### src/rtl/mux_scan_sequencer.sv
// mux_scan_sequencer: scans the four channels of a 4:1 MUX and assembles their samples into one word.
// Ports:
//   Clock_In     system clock, rising edge
//   Reset_n_In   asynchronous active-low reset
//   Start_In     scan request, accepted only in IDLE
//   Abort_In     synchronous abort of a running scan
//   Mux_Data_In  MUX output; sampled only while the MUX is enabled
//   Enable_Out   MUX enable
//   Select_Out   MUX channel select
//   Busy_Out     scan in progress
//   Done_Out     one-cycle pulse, Word_Out freshly valid
//   Word_Out     bit k = sample of channel k, held until the next completed scan
module mux_scan_sequencer #(
  parameter int SETTLE_CYCLES = 1
) (
  input  logic       Clock_In,
  input  logic       Reset_n_In,
  input  logic       Start_In,
  input  logic       Abort_In,
  input  logic       Mux_Data_In,
  output logic       Enable_Out,
  output logic [1:0] Select_Out,
  output logic       Busy_Out,
  output logic       Done_Out,
  output logic [3:0] Word_Out
);
  typedef enum logic [1:0] {IDLE, SETTLE, SAMPLE, DONE} state_t;
  localparam logic [3:0] LP_CNT = 4'(SETTLE_CYCLES);
  // with no settle time every channel goes straight to its sample cycle
  localparam state_t LP_FIRST = (SETTLE_CYCLES == 0) ? SAMPLE : SETTLE;
  state_t     r_state;
  logic [3:0] r_cnt;
  logic [1:0] r_sel;
  logic [2:0] r_cap;
  logic [3:0] r_word;
  logic       r_active;
  logic       r_done;
  assign Enable_Out = r_active;
  assign Busy_Out   = r_active;
  assign Select_Out = r_sel;
  assign Done_Out   = r_done;
  assign Word_Out   = r_word;
  always_ff @(posedge Clock_In or negedge Reset_n_In) begin
    if (!Reset_n_In) begin
      r_state  <= IDLE;
      r_cnt    <= '0;
      r_sel    <= '0;
      r_cap    <= '0;
      r_word   <= '0;
      r_active <= 1'b0;
      r_done   <= 1'b0;
    end else begin
      r_done <= 1'b0;
      case (r_state)
        IDLE: if (Start_In && !Abort_In) begin
          r_state  <= LP_FIRST;
          r_sel    <= '0;
          r_cnt    <= LP_CNT;
          r_active <= 1'b1;
        end
        SETTLE: if (Abort_In) begin
          r_state  <= IDLE;
          r_sel    <= '0;
          r_active <= 1'b0;
        end else begin
          r_cnt <= r_cnt - 4'd1;
          if (r_cnt == 4'd1) r_state <= SAMPLE;
        end
        SAMPLE: if (Abort_In) begin
          r_state  <= IDLE;
          r_sel    <= '0;
          r_active <= 1'b0;
        end else if (r_sel != 2'd3) begin
          r_cap[r_sel] <= Mux_Data_In;
          r_sel        <= r_sel + 2'd1;
          r_cnt        <= LP_CNT;
          r_state      <= LP_FIRST;
        end else begin
          // last channel goes straight into the word, bypassing the capture register
          r_word   <= {Mux_Data_In, r_cap};
          r_sel    <= '0;
          r_active <= 1'b0;
          r_done   <= 1'b1;
          r_state  <= DONE;
        end
        default: r_state <= IDLE;
      endcase
    end
  end
endmodule
### config.mk
export PLATFORM = sky130hd
export DESIGN_NAME = mux_scan_sequencer
export DESIGN_NICKNAME = d
export VERILOG_FILES = /design/src/rtl/mux_scan_sequencer.sv
export SDC_FILE = /design/constraint.sdc
export NUM_CORES = 1
export LEC_CHECK = 0
export ABC_AREA = 1
export CAP_MARGIN = 0
export CORE_UTILIZATION = 41
export CTS_BUF_LIST = sky130_fd_sc_hd__clkbuf_16
export DETAILED_ROUTE_END_ITERATION = 7
export SLEW_MARGIN = 30
export SYNTH_ARGS = -nofsm -noshare
export SYNTH_HDL_FRONTEND = slang
export SYNTH_SLANG_ARGS = --single-unit
### constraint.sdc
create_clock -name Clock_In -period 1.44 [get_ports Clock_In]
set_input_delay 0.432 -clock Clock_In [delete_from_list [all_inputs] [get_ports Clock_In]]
set_output_delay 0.432 -clock Clock_In [all_outputs]
set_load 0.03 [all_outputs]
# After elaboration in Yosys (flattened, before gate mapping)
# Index checks and enable logic that the tools add are counted.
[totals] wordCells=62 input_bits=5 regBits=17 out_inout_bits=9
[op_classes] n_mux=27 eq_ne=11 reduce_logical=11 n_lt_le_gt_ge=2 add_sub_neg=2 bitwise_logic=2
[op_table] op="$mux 2" count=9
[op_table] op="$mux 4" count=4
[op_table] op="$ne 2x2->1 const B" count=6
[op_table] op="$pmux 2 s3" count=2
[op_table] op="$pmux 4 s3" count=1
[op_table] op="$reduce_and 3->1" count=3
[op_table] op="$mux 1" count=8
[op_table] op="$ne 3x3->1 const B" count=2
[op_table] op="$reduce_and 5->1" count=1
[op_table] op="$eq 4x1->1 const B" count=1
[op_table] op="$reduce_and 4->1" count=1
[op_table] op="$sub 4x1->4 const B" count=1
[op_table] op="$bwmux 3" count=1
[op_table] op="$lt 2x3->1 const B" count=1
[op_table] op="$pmux 1 s3" count=1
[op_table] op="$reduce_bool 3->1" count=1
[op_table] op="$add 2x1->2 const B" count=1
[op_table] op="$demux 1 s2" count=1
[op_table] op="$eq 2x1->1 const B" count=1
[op_table] op="$eq 2x2->1 const B" count=1
[op_table] op="$ge 2x1->1 const B" count=1
[op_table] op="$logic_and 1x1->1" count=2
[op_table] op="$logic_not 2->1" count=1
[op_table] op="$not 1->1" count=2
[op_table] op="2 further kinds" count=2

# Logic depth before layout (Yosys ltp)
[depth] depth_word=5 mapped_depth=8 mapped_depth_nobuf=8

# Worst setup path after synthesis
# OpenSTA, ideal clock, no wires.
[synth_timing] path_kind="reg2reg" start="register r_sel[0], in the netlist Select_Out[0]" end="register r_cap[0]" stages_incl_launch_ff=8 synth_period_minus_slack_ns=1.338 arrival_time_ns=1.212 t_required_ns=1.314 setup_ns=0.126 setup_slack_ns=0.102 n_path_buf=0 cell_sequence="dfrtp_1 > ha_1 > nor2_1 > nand2_1 > inv_1 > nand2_1 > nand2_1 > o21ai_0"
[synth_via] elab_chain_len=5 word_cells_on_any_way=8 classes_between="2 x order compare; 1 x eq/ne; 3 x mux; 2 x reduce/logical"
[synth_lines] item="start: declaration" line="33" rtl="logic [1:0] r_sel;"
[synth_lines] item="start signal: assignment" line="75" rtl="r_sel <= r_sel + 2'd1;"
[synth_lines] item="$lt 2x3->1 (not written as such) / $ge 2x1->1 (equally long branches)" line="74" rtl="r_cap[r_sel] <= Mux_Data_In;"
[synth_lines] item="$logic_and 1x1->1 (not written as such)" line="74"
[synth_lines] item="$mux 1 (not written as such)" line="74"
[synth_lines] item="$demux 1 s2" line="74"
[synth_lines] item="$bwmux 3" line="74"
[synth_lines] item="end signal: indexed assignment" line="74"
[synth_lines] item="end: declaration" line="34" rtl="logic [2:0] r_cap;"
# Several ways; a longest one is shown, not always the timed one.
# A chain may end at the register's enable or synchronous reset.

# Final worst setup path
[layout_timing] start="register r_done, in the netlist Done_Out" end="output Done_Out"
[layout_lines] item="start: declaration" line="37" rtl="logic r_done;"
[layout_lines] item="start signal: assignment" line="51" rtl="r_done <= 1'b0;"
[layout_lines] item="start signal: assignment" line="53" rtl="r_done <= 1'b0;"
[layout_lines] item="start signal: assignment" line="83" rtl="r_done <= 1'b1;"
[layout_lines] item="end: declaration" line="24" rtl="output logic Done_Out,"
# No word-level cell between the ends.

==> qor.yml <==
status: "finished, final reports clean"
vdd_ir_drop_max_mv: 0.941
path_depth: 1
timing.rr.start: "r_state[1]"
finalInstanceArea_um2: 1270
postSynthAreaPerCell_um2: 8.18
cts_num_sinks: 17
final_cell_mix: "nand2_1 (38), dfrtp_1 (17), buf_4 (17)"
finClkSkew_ns: 0.00199
drt_first_pass_iters: 4
cp.arrival_ns: 0.93
place_inst: 162
clk-insertion-delay-late_ns: 0.24
netlist_area_um2: 948
cp_num_buf_inv: 1
ys_types: 14
cp.required_ns: 1.01
cp-end-kind: "output pin"
placed_area_um2: 1130
p_leak_nw: 0.683
fin_cells: 169
io_pins: 14
fp-row-count: 17
dp_hpwl_um: 1360
ff2ff_path_depth: 6
yosys_warnings: 0
intPower_w: 0.00133
ant_nets: 0
initial_utilization: 0.433
whs_path_depth: 2
fin_nets: 159
max_slew_margin: 0.809
cts_buffers: 3
period_share: 0.946
crit_type: "reg -> out"
ctsHoldBuffers: 0
antennaDiodeCount: 0
wl_per_cell_um: 11.0
startpoint_type: "register"
final_common_cell: "nand2_1"
antenna_found_initial: 0
clk_path_buf_depth: 2
reg2reg_to: "r_cnt[1]"
synth-seq-area-share: 0.449
die_h_um: 50.1
cap_violations: 0
crit_path_cell_trace: "dlygate4sd2_1"
hold_start: "r_cap[0]"
power_per_cell_area_nw_per_um2: 1680
regArea_um2: 425
fin_util: 0.579
crit_family: "buffers and inverters"
max_freq_ghz: 0.734
syn_nets: 133
path_max_fanout: 1
grt_use_total: 0.168
gr-total-overflow: 0
nFillCells: 213
p_sw_frac: 0.376
multi_input_area_um2: 494
dieArea_um2: 2510
tightest_slew_ns: 0.285
cpMaxStageDelayCell: "dlygate4sd2_1"
die_w_um: 50.1
final_layout_size_suffix_gt1_frac: 0.234
r2r_slack_ns: 0.08
cts-root-buf: "clkbuf_16"
drt_first_iter_violations: 13
min_to: "Word_Out[0]"
seqPwrFrac: 0.317
grt_pass1_vias: 767
clkPwrFrac: 0.249
area_growth_pct: 33.8
comb_power_share: 0.434
syn_inst: 116
drc_errors: 0
cts-htree-levels: 1
hp-class: "reg -> reg"
grt_max_degree: 18
coreArea_um2: 2190
io_buffers: 13
viasPerCell: 4.71
cts_tree: "yes"
maxSlewViolCount: 0
max_stage_delay_ns: 0.38
wl_um: 1860
p_switching_w: 0.000804
fin_crit_ns: 1.36
path_clk_slew_ns: 0.05
gp_congestion: 0.852
hold_viol: 0
setup_violations: 0
synth_seq_cells: 17
vias: 796
grt_pass1_wl_um: 3220
[worst max-delay path by stage]
| stage | from | endpoint |
|---|---|---|
| after floorplan | Select_Out[0] | r_cap[0] |
| after global placement | Abort_In | r_cnt[0] |
| after detailed placement | Abort_In | r_cnt[1] |
| after CTS | r_state[0] | r_cnt[1] |
| after global routing | r_state[1] | r_cnt[2] |
| final | Done_Out | Done_Out |
[layer usage]
layer | part of all wire | GRT usage | up-vias
met2 | 0.48 | 0.278 | 14
met1 | 0.48 | 0.227 | 367
li1 | - | - | 413
met3 | 0.034 | 0.0216 | 2
met5 | 0 | 0 | -
met4 | 0.0048 | 0.0476 | 0
[flip-flops by register name, summed over array words and instances (netlist names)]
| name | count |
|---|---|
| Word_Out | 4 |
| Done_Out | 1 |
| Select_Out | 2 |
| r_state | 2 |
| r_cnt | 4 |
| Busy_Out | 1 |
| r_cap | 3 |
[final cells by class]
class,instances,area share
Timing Repair Buffer,22,0.141
Inverter,15,0.0444
Sequential cell,17,0.335
Tap cell,28,0.0276
Clock buffer,3,0.0592
Clock inverter,1,0.00296
Multi-Input combinational cell,83,0.390
[worst min-delay path, cell delays in order, from the launching register on]
cell and delay (ns):
dfrtp_1 0.35, nand2_1 0.06, nand2_1 0.05
[timing repair]
item                       4_1_cts  5_1_grt
setup endpoints to repair        4       14
pin swaps                        1        1
buffers inserted                 0        3
resized for setup                2       13
[synth_stat cells]
| cell | n | area, um2 |
|---|---|---|
| inv_2 | 1 | 3.75 |
| nand2_1 | 38 | 143 |
| ha_1 | 12 | 150 |
| nor2_1 | 6 | 22.5 |
| nand3_2 | 1 | 10.0 |
| nand3_1 | 8 | 40.0 |
| or2_2 | 2 | 12.5 |
| o21ai_0 | 8 | 40.0 |
| o21ai_1 | 5 | 25.0 |
| a21oi_1 | 2 | 10.0 |
| inv_1 | 14 | 52.6 |
| buf_4 | 1 | 7.51 |
| dfrtp_1 | 17 | 425 |
| nand2_2 | 1 | 6.26 |
[stage by stage]
stage	hold WS [ns]	setup TNS [ns]	power (W)	setup slack, ns
after global placement	0.476	-1.83	0.00149	-0.161
after floorplan	0.136	0	0.00127	0.102
final	0.488	0	0.00214	0.0775
after global routing	0.505	-0.0614	0.00232	-0.0270
after CTS	0.497	0	0.00205	0.00807
after detailed placement	0.485	-2.42	0.00151	-0.194
[logic make-up (layout without fill, tap and decap cells)]
group | Yosys count | after routing | share of synthesized area
AO/OA/AOI/OAI | 15 | 15 | 0.0792
buffers and inverters | 16 | 41 | 0.0673
adder cells (fa/ha/maj) | 12 | 12 | 0.158
AND/OR/NAND/NOR | 56 | 56 | 0.247
flip-flops | 17 | 17 | 0.449
[power by group through the flow]
stage	Combinational [W]	Clock (W)	Sequential [W]
global route	0.00106	0.000568	0.000696
CTS	0.000827	0.000542	0.000684
floorplan	0.000545	0	0.000721
finish	0.000928	0.000533	0.000677
global placement	0.000805	0	0.000687
detailed placement	0.000820	0	0.000691
Power figures use the tool's default switching activity.
